`src/rtl/serial_parity_rx.sv`:
```
// serial_parity_rx: serial frame receiver with parity check and valid/ready output.
// Define SERIAL_RX_PARITY_EN to receive and check a parity bit after the data bits.
module serial_parity_rx #(
  parameter int N_DATA     = 8,
  parameter int BIT_CYCLES = 16,
  parameter int PARITY_ODD = 0
) (
  input  logic              clock,
  input  logic              reset_,
  input  logic              rxd,
  input  logic              out_ready,
  output logic [N_DATA-1:0] data,
  output logic              out_valid,
  output logic              parity_err,
  output logic              frame_err,
  output logic              overrun,
  output logic              busy
);
  localparam int CW = $clog2(BIT_CYCLES);
  localparam int BW = $clog2(N_DATA + 1);
  localparam logic [CW-1:0] HALF = CW'(BIT_CYCLES / 2 - 1);
  localparam logic [CW-1:0] FULL = CW'(BIT_CYCLES - 1);
  localparam logic [BW-1:0] LAST = BW'(N_DATA - 1);
  typedef enum logic [2:0] {IDLE, START, DATA, PARITY, STOP} state_t;
  state_t state, state_nx;
  logic s1, s2, s2_d, tick, fall, done, perr, hs;
  logic [1:0] fill;
  logic [CW-1:0] cnt, cnt_nx;
  logic [BW-1:0] bits, bits_nx;
  logic [N_DATA-1:0] sh, sh_nx, sh_in;
`ifdef SERIAL_RX_PARITY_EN
  localparam logic ODD = PARITY_ODD != 0;
  localparam state_t AFTER_DATA = PARITY;
  logic pbit;
  always_ff @(posedge clock or negedge reset_)
    if (!reset_) pbit <= 1'b0;
    else if (state == PARITY && tick) pbit <= s2;
  assign perr = (^sh ^ pbit) ~^ ~ODD;
`else
  localparam state_t AFTER_DATA = STOP;
  logic unused_odd;
  assign unused_odd = PARITY_ODD[0];
  assign perr = 1'b0;
`endif
  assign tick = cnt == '0;
  assign fall = s2_d & ~s2;
  assign busy = state != IDLE;
  assign hs   = out_valid & out_ready;
  always_comb begin
    sh_in = sh >> 1;
    sh_in[N_DATA-1] = s2;
  end
  always_comb begin
    state_nx = state;
    cnt_nx   = tick ? '0 : cnt - 1'b1;
    bits_nx  = bits;
    sh_nx    = sh;
    done     = 1'b0;
    case (state)
      IDLE: if (fall) begin
        state_nx = START;
        cnt_nx   = HALF;
      end
      START: if (tick) begin
        state_nx = s2 ? IDLE : DATA;
        cnt_nx   = s2 ? '0 : FULL;
        bits_nx  = '0;
      end
      DATA: if (tick) begin
        sh_nx    = sh_in;
        bits_nx  = bits + 1'b1;
        cnt_nx   = FULL;
        state_nx = bits == LAST ? AFTER_DATA : DATA;
      end
      PARITY: if (tick) begin
        state_nx = STOP;
        cnt_nx   = FULL;
      end
      STOP: if (tick) begin
        state_nx = IDLE;
        done     = 1'b1;
      end
      default: state_nx = IDLE;
    endcase
  end
  // s2_d only captures a real high once the synchroniser has refilled from the line,
  // so a line already low when reset releases is not mistaken for a start edge
  always_ff @(posedge clock or negedge reset_)
    if (!reset_) begin
      state <= IDLE;
      cnt   <= '0;
      bits  <= '0;
      sh    <= '0;
      s1    <= 1'b1;
      s2    <= 1'b1;
      s2_d  <= 1'b0;
      fill  <= '0;
    end else begin
      state <= state_nx;
      cnt   <= cnt_nx;
      bits  <= bits_nx;
      sh    <= sh_nx;
      s1    <= rxd;
      s2    <= s1;
      s2_d  <= s2 & fill[1];
      fill  <= {fill[0], 1'b1};
    end
  always_ff @(posedge clock or negedge reset_)
    if (!reset_) begin
      data       <= '0;
      out_valid  <= 1'b0;
      parity_err <= 1'b0;
      frame_err  <= 1'b0;
      overrun    <= 1'b0;
    end else begin
      if (done && (!out_valid || out_ready)) begin
        data       <= sh;
        parity_err <= perr;
        frame_err  <= ~s2;
        out_valid  <= 1'b1;
      end else if (hs) out_valid <= 1'b0;
      overrun <= hs ? 1'b0 : (overrun | (done & out_valid));
    end
endmodule

```
`config.mk`:
```
export PLATFORM = sky130hd
export DESIGN_NAME = serial_parity_rx
export DESIGN_NICKNAME = d
export VERILOG_FILES = /design/src/rtl/serial_parity_rx.sv
export SDC_FILE = /design/constraint.sdc
export NUM_CORES = 1
export LEC_CHECK = 0
export CAP_MARGIN = 10
export CORE_ASPECT_RATIO = 1.25
export CORE_UTILIZATION = 59
export CTS_CLUSTER_DIAMETER = 120
export DETAILED_ROUTE_END_ITERATION = 10
export HOLD_SLACK_MARGIN = 0.08
export PLACE_DENSITY = 0.83
export SLEW_MARGIN = 20
export SYNTH_ARGS = -nofsm -noshare
export SYNTH_HDL_FRONTEND = slang
export SYNTH_SLANG_ARGS = --single-unit
```
`constraint.sdc`:
```
create_clock -name clock -period 2.99 [get_ports clock]
set_input_delay 0.598 -clock clock [delete_from_list [all_inputs] [get_ports clock]]
set_output_delay 0.598 -clock clock [all_outputs]
set_load 0.005 [all_outputs]
```
Word-level counts from Yosys, hierarchy flattened:

Index checks and enable logic that the tools add are counted.

* register bits: 35

* multiplexer cells: 22
* reductions and logical operators: 12
* bitwise gates (word level): 6
* eq/ne operators: 10
* add/sub/neg operators: 2

Operator list (count)
* 2-to-1 mux 4 bit: 7
* 2-to-1 mux 3 bit: 6
* one-hot mux 3 bit (5 select lines): 1
* one-hot mux 4 bit (3 select lines): 1
* inequality test 2 bit (second input constant): 5
* one-hot mux 4 bit (2 select lines): 1
* equality test 3 x 2 -> 1 bit (second input constant): 2
* 2-to-1 mux 1 bit: 5
* AND reduction 5 bit: 1
* adder 4 x 1 -> 4 bit (second input constant): 1
* AND 1 bit: 4
* equality test 4 x 3 -> 1 bit (second input constant): 1
* zero test 4 bit: 1
* nonzero test 2 bit: 2
* subtractor 4 x 1 -> 4 bit (second input constant): 1
* equality test 3 x 1 -> 1 bit (second input constant): 1
* equality test 3 bit (second input constant): 1
* zero test 3 bit: 1
* AND reduction 3 bit: 1
* nonzero test 3 bit: 1
* 2-to-1 mux 2 bit: 1
* AND reduction 2 bit: 1
* OR reduction 2 bit: 1
* logical AND 1 bit: 1
* other kinds (4): 4

Longest topological paths before layout:

Gate-level depths: netlist of run 1.

* depth after elaboration: 6
* depth in mapped cells: 6
* mapped depth without buffers: 5

Worst setup path before layout of run 1:

Ideal clock, no wire load.

* path kind: register to register
* from: register cnt[0]
* to: register sh[0]
* data required time: 2.862 ns
* library setup time: 0.128 ns
* arrival time: 1.847 ns
* slack: 1.015 ns
* cell stages (with the launch flop): 7
* cell sequence: dfrtp_1 inv_1 ha_1 or3b_1 or3_1 buf_2 mux2_1

* word-level cells in the longest chain between the ends: 2

Ends and longest elaborated chain
* from (decl): line 28 `logic [CW-1:0] cnt, cnt_nx;`
* from (signal assigned): line 100 `cnt <= cnt_nx;`
* zero test 4 bit: line 45 `assign tick = cnt == '0;`
* AND reduction 2 bit (no line)
* to (signal assigned): line 102 `sh <= sh_nx;`
* to (decl): line 30 `logic [N_DATA-1:0] sh, sh_nx, sh_in;`

Every way passes these cells.
A chain may end at the register's enable or synchronous reset.

Final worst setup path of run 1:

* from: register state[1]
* to: output busy

* word-level cells in the longest chain between the ends: 1

Ends and longest elaborated chain
* from (decl): line 25 `state_t state, state_nx;`
* from (signal assigned): line 99 `state <= state_nx;`
* nonzero test 3 bit: line 47 `assign busy = state != IDLE;`
* to (decl): line 17 `output logic busy`

Every way passes these cells.

==> results of run 1 <==
## final cells by class
class | count | area, µm² | area share
flip-flops and latches | 35 | 878.3 | 0.4923
clock inverters | 2 | 12.51 | 0.007013
multi-input cells | 82 | 626.9 | 0.3513
clock buffers | 6 | 41.29 | 0.02314
well taps | 33 | 41.29 | 0.02314
repair buffers | 16 | 157.7 | 0.08836
inverters | 7 | 26.28 | 0.01473
## cells in the final DEF, fill, tap and decap left out, drive strengths merged, types with 2 or more instances in the layout
| cell | Yosys | final |
|---|---|---|
| or4b | 2 | 2 |
| nor2b | 3 | 3 |
| o21ai | 6 | 6 |
| conb | 2 | 2 |
| inv | 7 | 7 |
| clkbuf | 3 | 6 |
| nor3b | 2 | 2 |
| nand4 | 2 | 2 |
| clkdlybuf4s50 | 0 | 15 |
| ha | 3 | 3 |
| dfrtp | 33 | 33 |
| o211ai | 2 | 2 |
| mux2 | 16 | 16 |
| nand2 | 6 | 6 |
| a22o | 3 | 3 |
| a21oi | 3 | 3 |
| nand2b | 5 | 5 |
| nor2 | 6 | 6 |
| o21bai | 2 | 2 |
| dfstp | 2 | 2 |
| o221ai | 2 | 2 |
## sequential cells by signal, summed over array words and instances (netlist names)
register   cells
bits           4
s1             1
fill           2
out_valid      1
frame_err      1
data           8
s2             1
state          3
sh             8
overrun        1
s2_d           1
cnt            4
## Yosys cell counts (all sizes together) (2+ instances only)
master  instances  area, µm²
dfstp           2      52.55
or4b            2      20.02
nor3b           2      20.02
mux2           16      180.2
nand2b          5      31.28
o21bai          2      15.01
inv             7      26.28
o221ai          2      17.52
a22o            3      26.28
clkbuf          3      11.26
conb            2      7.510
dfrtp          33      825.8
o21ai           6      30.03
nand4           2      12.51
nor2b           3      18.77
ha              3      37.54
a21oi           3      15.01
buf             4      28.78
nor2            6      22.52
o211ai          2      15.01
nand2           6      22.52
## worst max-delay path by stage
stage | from | to | slack (ns) | depth (start not counted)
after detailed placement | cnt[0] | data[6] | 0.75 | 5
after global placement | out_ready | data[0] | 0.81 | 4
after global routing | state[1] | busy | 0.43 | 3
after floorplan | cnt[0] | sh[0] | 1.02 | 6
final | state[1] | busy | 0.54 | 3
after CTS | state[1] | busy | 0.55 | 3
## power by group through the flow
stage | logic, mW | clock network, mW | registers, mW
floorplan | 0.304 | 0 | 0.600
global placement | 0.315 | 0 | 0.654
detailed placement | 0.334 | 0 | 0.658
CTS | 0.335 | 0.254 | 0.648
global route | 0.378 | 0.271 | 0.663
finish | 0.337 | 0.246 | 0.652
## metrics by stage
step / total power, mW / util / setup WS, ns / hold slack, ns / instance area, µm²
floorplan: 0.9034 / - / 1.015 / 0.3024 / 1572
global placement: 0.9692 / 0.6985 / 0.8076 / 0.3331 / 1730
detailed placement: 0.9919 / 0.6985 / 0.7508 / 0.3385 / 1730
CTS: 1.237 / 0.7202 / 0.5487 / 0.3626 / 1784
global route: 1.312 / 0.7202 / 0.4275 / 0.3648 / 1784
finish: 1.236 / 0.7202 / 0.5395 / 0.3599 / 1784
## logic make-up after synthesis
logic type,after synthesis
buffers and inverters,14
other,2
AO/OA/AOI/OAI,25
adder cells (fa/ha/maj),3
multiplexers,17
flip-flops,35
AND/OR/NAND/NOR,35
## routing by layer
| layer | global-route usage | share of wire | vias up |
|---|---|---|---|
| met1 | 0.2833 | 0.41 | 527 |
| met4 | 0.1230 | 0.032 | 0 |
| met2 | 0.3771 | 0.51 | 32 |
| met5 | 0 | 0 | - |
| li1 | - | - | 499 |
| met3 | 0.06344 | 0.046 | 12 |
==> results by group, run 1 <==
Floorplanning
  • Die width: a little under 50 µm
  • Die ar.: 2875 µm²
  • Rows: 20
  • IO Count: 17
  • Core Area: 2477 µm²
  • Vert. Die Dim: 59.70 µm
  • Initial Utilization: 0.6343

Clock network
  • Post-CTS Hold Fix Bufs: 0
  • CTS resizes: 0
  • Clock slew at the register clock pins of the worst setup and hold paths: 0.10 ns
  • CTS Buf Count: 5
  • CTS tree: built
  • H-tree levels: 2
  • Worst-Skew Late Latency: 0.34 ns
  • Clock Tree Buf Depth: 2
  • Setup Fix Bufs, Post-CTS: 0
  • Root Buffer: clkbuf_4
  • Sink Count: 35

Synth
  • Mux cell area share after synthesis: 0.1210
  • Syn_nets: roughly 140
  • Xor/xnor share of the synthesized area: 0
  • Cell Area, Synth: 1572 µm²
  • Largest family of logic cells by synthesized area: simple AND/OR/NAND/NOR gates
  • Post-Synth Simple-Gate Area: 0.1354
  • Post-synth ARST share: 1.000
  • Syn Area/Cell: 12.00 µm²
  • Synth warn: 0
  • EDFF count, synth: 0
  • Adder-cell area share of the yosys netlist: 0.02389
  • Post-synth cell types: 42
  • Synth Area in Compound Gates: 0.1139
  • Post-synthesis cell count: 131
  • Sequential-to-total area share from yosys stat: 0.5589
  • Synth Flop Type: dfrtp_1
  • FF+latch count, synth: 35

Timing
  • RSZ-0062 raised after global routing: no
  • Max_slew headroom: 0.6474
  • Setup Skew: 0.007436 ns
  • Slew of the pin with the lowest slew margin: 0.5273 ns
  • Final-report setup violation count: 0
  • Fmax: 0.4081 GHz
  • Final-report hold violation count: 0
  • Setup TNS: 0 ns
  • Slew Viols, Final: 0
  • Fin crit share: 0.8196
  • Min Tclk post-route: between 2 and 2.5 ns

Placement
  • Port bufs: 15
  • DP HPWL: 1964 µm
  • Placed Cells incl. Taps: 173
  • GP Congestion: 0.8552

Worst setup path
  • Bufs and invs on worst path: 2
  • Worst EP arrival: 1.85 ns
  • Crit-path max cell delay: 0.55 ns
  • R2r setup slk: 0.68 ns
  • Slowest cell on crit path: dfrtp_1
  • Worst Setup End Kind: output port
  • Data required, critical path: 2.39 ns
  • Reg2Reg Launch Point: cnt[0]
  • CP Class: register to output port
  • Crit-path cells: nor3_1 -> inv_1 -> clkdlybuf4s50_1
  • Crit path max fanout: 14
  • Worst r2r dst: data[7]
  • Worst-case reg-to-reg path depth: 5
  • CP startpoint kind: register
  • Largest delay contributor family on the critical path: flip-flops

Status
  • Outcome: completed

Power and ir drop
  • Sw power: 0.4344 mW
  • Cell area power density: slightly below 700 nW/µm²
  • Sequential share of power: 0.528
  • Logic gate share of total power: 0.273
  • Internal power: 0.8012 mW
  • Switching part of the total: 0.3516
  • Clock share of power: 0.199
  • Leakage: a little over 0.8 nW
  • Peak supply drop: 0.0005631 V

Drt
  • Via Count: 1070
  • DRC viols: 0
  • DRT iter0 DRCs: 21
  • Vias/cell: 5.912
  • Antenna Nets Post-Route: 0
  • First-pass iteration count of the detailed router: 4
  • Routed WL per cell: 15.48 µm
  • Total Routed Length: approximately 2800 µm

Global route
  • First-pass GRT wire length: 4616 µm
  • Vias in the first global route: approximately 1000
  • Largest net degree at the start of global routing: 36
  • Total Routing Usage GR: 0.2364
  • Initial antenna violation count: 0
  • Grt ovf: 0

Worst hold path
  • Hold path start: fill[0]
  • Min-delay worst type: register to register
  • WHS Path Cells: 0
  • Worst hold path endpoint: fill[1]

Layout
  • Fillers: 166
  • Finished Layout Cells: 181
  • ANT cells: 0
  • Nets: approximately 150
  • Fraction of layout cells with a size suffix above 1: 0.1824
  • Layout Area Growth over Synthesis: 13.53%

Job
  • Max_cap viols: 0
Power figures use the tool's default switching activity.
==> inputs of run 2 (changes only) <==
--- a/config.mk
+++ b/config.mk
@@ -7,11 +7,11 @@
 export LEC_CHECK = 0
 export CAP_MARGIN = 10
 export CORE_ASPECT_RATIO = 1.25
-export CORE_UTILIZATION = 59
+export CORE_UTILIZATION = 49
 export CTS_CLUSTER_DIAMETER = 120
 export DETAILED_ROUTE_END_ITERATION = 10
 export HOLD_SLACK_MARGIN = 0.08
-export PLACE_DENSITY = 0.83
+export PLACE_DENSITY = 0.74
 export SLEW_MARGIN = 20
 export SYNTH_ARGS = -nofsm -noshare
 export SYNTH_HDL_FRONTEND = slang
==> constraint.sdc (replaced) <==
create_clock -name clock -period 2.2 [get_ports clock]
set_input_delay 0.44 -clock clock [delete_from_list [all_inputs] [get_ports clock]]
set_output_delay 0.44 -clock clock [all_outputs]
set_load 0.005 [all_outputs]
==> run 2 against run 1 <==
Sequential power up 29%. Total power rose by 46%. Highest routed layer unchanged. Largest power group unchanged. Final cell count rose by 6.6%. Clock power is 46% higher. Critical endpoint unchanged. Final area increased by 4.3%. Setup slack worse by 0.38 ns. First-iteration DRC count grew 52%. Wire length is 1.6% higher. Register-to-register slack lost 0.52 ns. Die area rose by 20%. Count of clock-buffer cells in the layout rose by 1.
==> results by group, run 2 (synthesized netlist as in run 1, its figures left out) <==
Worst setup path
  • R2r setup slk: 0.16 ns
  • Worst r2r dst: sh[0]
  • Worst EP arrival: 1.60 ns
  • CP startpoint kind: register
  • Worst Setup End Kind: output port
  • Reg2Reg Launch Point: cnt[0]
  • Data required, critical path: 1.76 ns
  • CP Class: register to output port
  • Crit path max fanout: 6
  • Worst-case reg-to-reg path depth: 5

Timing
  • Final-report hold violation count: 0
  • Slew Viols, Final: 0
  • Final-report setup violation count: 0
  • Setup Skew: about 0.0091 ns
  • Min Tclk post-route: 2.040 ns
  • Setup TNS: 0 ns
  • Fmax: 0.4901 GHz
  • RSZ-0062 raised after global routing: no
  • Fin crit share: 0.9274

Worst hold path
  • Hold path start: s1
  • WHS Path Cells: 0
  • Min-delay worst type: register to register
  • Worst hold path endpoint: s2

Layout
  • Commonest cells after routing, fill and taps aside: 33 x dfrtp_1, 15 x mux2_2, 15 x clkdlybuf4s50_1
  • Commonest non-fill, non-tap cell in the layout: dfrtp_1
  • Finished Layout Cells: 193
  • Fraction of layout cells with a size suffix above 1: 0.2293
  • ANT cells: 0
  • Nets: 163
  • Finished Cell Area: 1862 µm²
  • Layout Area Growth over Synthesis: 18.47%
  • Largest registers: data x8, sh x8

Global route
  • Largest net degree at the start of global routing: 36
  • First-pass GRT wire length: 4926 µm
  • Grt ovf: 0
  • Initial antenna violation count: 0
  • Total Routing Usage GR: 0.2048
  • Vias in the first global route: 1088

Clock network
  • H-tree levels: 2
  • CTS tree: built
  • Post-CTS Hold Fix Bufs: 0
  • CTS resizes: 0
  • Clock slew at the register clock pins of the worst setup and hold paths: 0.10 ns
  • Root Buffer: clkbuf_4
  • Clock Tree Buf Depth: 2
  • Setup Fix Bufs, Post-CTS: 0
  • Worst-Skew Late Latency: 0.34 ns
  • Sink Count: 35
  • CTS Buf Count: 5

Status
  • Outcome: completed

Floorplanning
  • IO Count: 17
  • Initial Utilization: 0.5238
  • Core Area: 3000 µm²
  • Die width: 52.65 µm
  • Rows: 22
  • Vert. Die Dim: 65.32 µm
  • Die ar.: between 3000 and 4000 µm²

Drt
  • Antenna Nets Post-Route: 0
  • Via Count: 1099
  • Routed WL per cell: 14.75 µm
  • DRT iter0 DRCs: 32
  • DRC viols: 0
  • First-pass iteration count of the detailed router: 4
  • Vias/cell: 5.694
  • Total Routed Length: 2847 µm

Power and ir drop
  • Leakage: 0.8757 nW
  • Cell area power density: about 970 nW/µm²
  • Peak supply drop: 0.0006210 V

Placement
  • GP Congestion: 0.8081
  • Post-DP Area: around 1800 µm²
  • DP HPWL: 2032 µm
  • Placed Cells incl. Taps: 185
  • Port bufs: 15

Job
  • Max_cap viols: 0
[run 2: how the worst max path moves through the flow]
stage              from  endpoint
3_3_place_gp     cnt[0]     sh[0]
5_1_grt        state[2]      busy
3_5_place_dp     cnt[0]     sh[0]
2_1_floorplan    cnt[0]     sh[0]
6_report       state[2]      busy
4_1_cts          cnt[0]     sh[0]
[run 2: through the flow]
| step | total power [mW] | utilization | hold WS [ns] | setup WS (ns) |
|---|---|---|---|---|
| finish | 1.802 | 0.6205 | 0.3608 | 0.1597 |
| global route | 1.931 | 0.6205 | 0.3681 | 0.04232 |
| CTS | 1.811 | 0.6205 | 0.3623 | 0.1323 |
| detailed placement | 1.448 | 0.6005 | 0.3444 | 0.1552 |
| global placement | 1.413 | 0.6005 | 0.3415 | 0.2246 |
| floorplan | 1.228 | - | 0.1444 | 0.2254 |
[run 2: routing by layer]
metal  track usage  vias up  routed length (µm)
li1              -      517                   -
met1        0.2423      545                1226
met2        0.3228       30                1424
met3       0.06944        7                 129
met4        0.1086        0                  67
met5             0        -                   0
[run 2: power breakdown]
part           internal [mW]  leakage (nW)  switching (mW)  total, mW
Sequential             0.737         0.454           0.106      0.843
Combinational          0.302         0.386           0.299      0.600
Clock                  0.155        0.0353           0.204      0.359
Total                   1.19         0.876           0.609       1.80
[run 2: worst max-delay path, stage by stage, from the launching register on]
cell and delay, ns:
dfrtp_1 0.46, nor3_1 0.30, inv_1 0.06, clkdlybuf4s50_1 0.44
[run 2: final cells by class]
cell class / count / area [µm²]
Fill cell: 246 / 1139
Sequential cell: 35 / 878.3
Multi-Input combinational cell: 82 / 626.9
Timing Repair Buffer: 25 / 225.2
Clock buffer: 7 / 55.05
Tap cell: 36 / 45.04
Inverter: 7 / 26.28
Clock inverter: 1 / 5.005
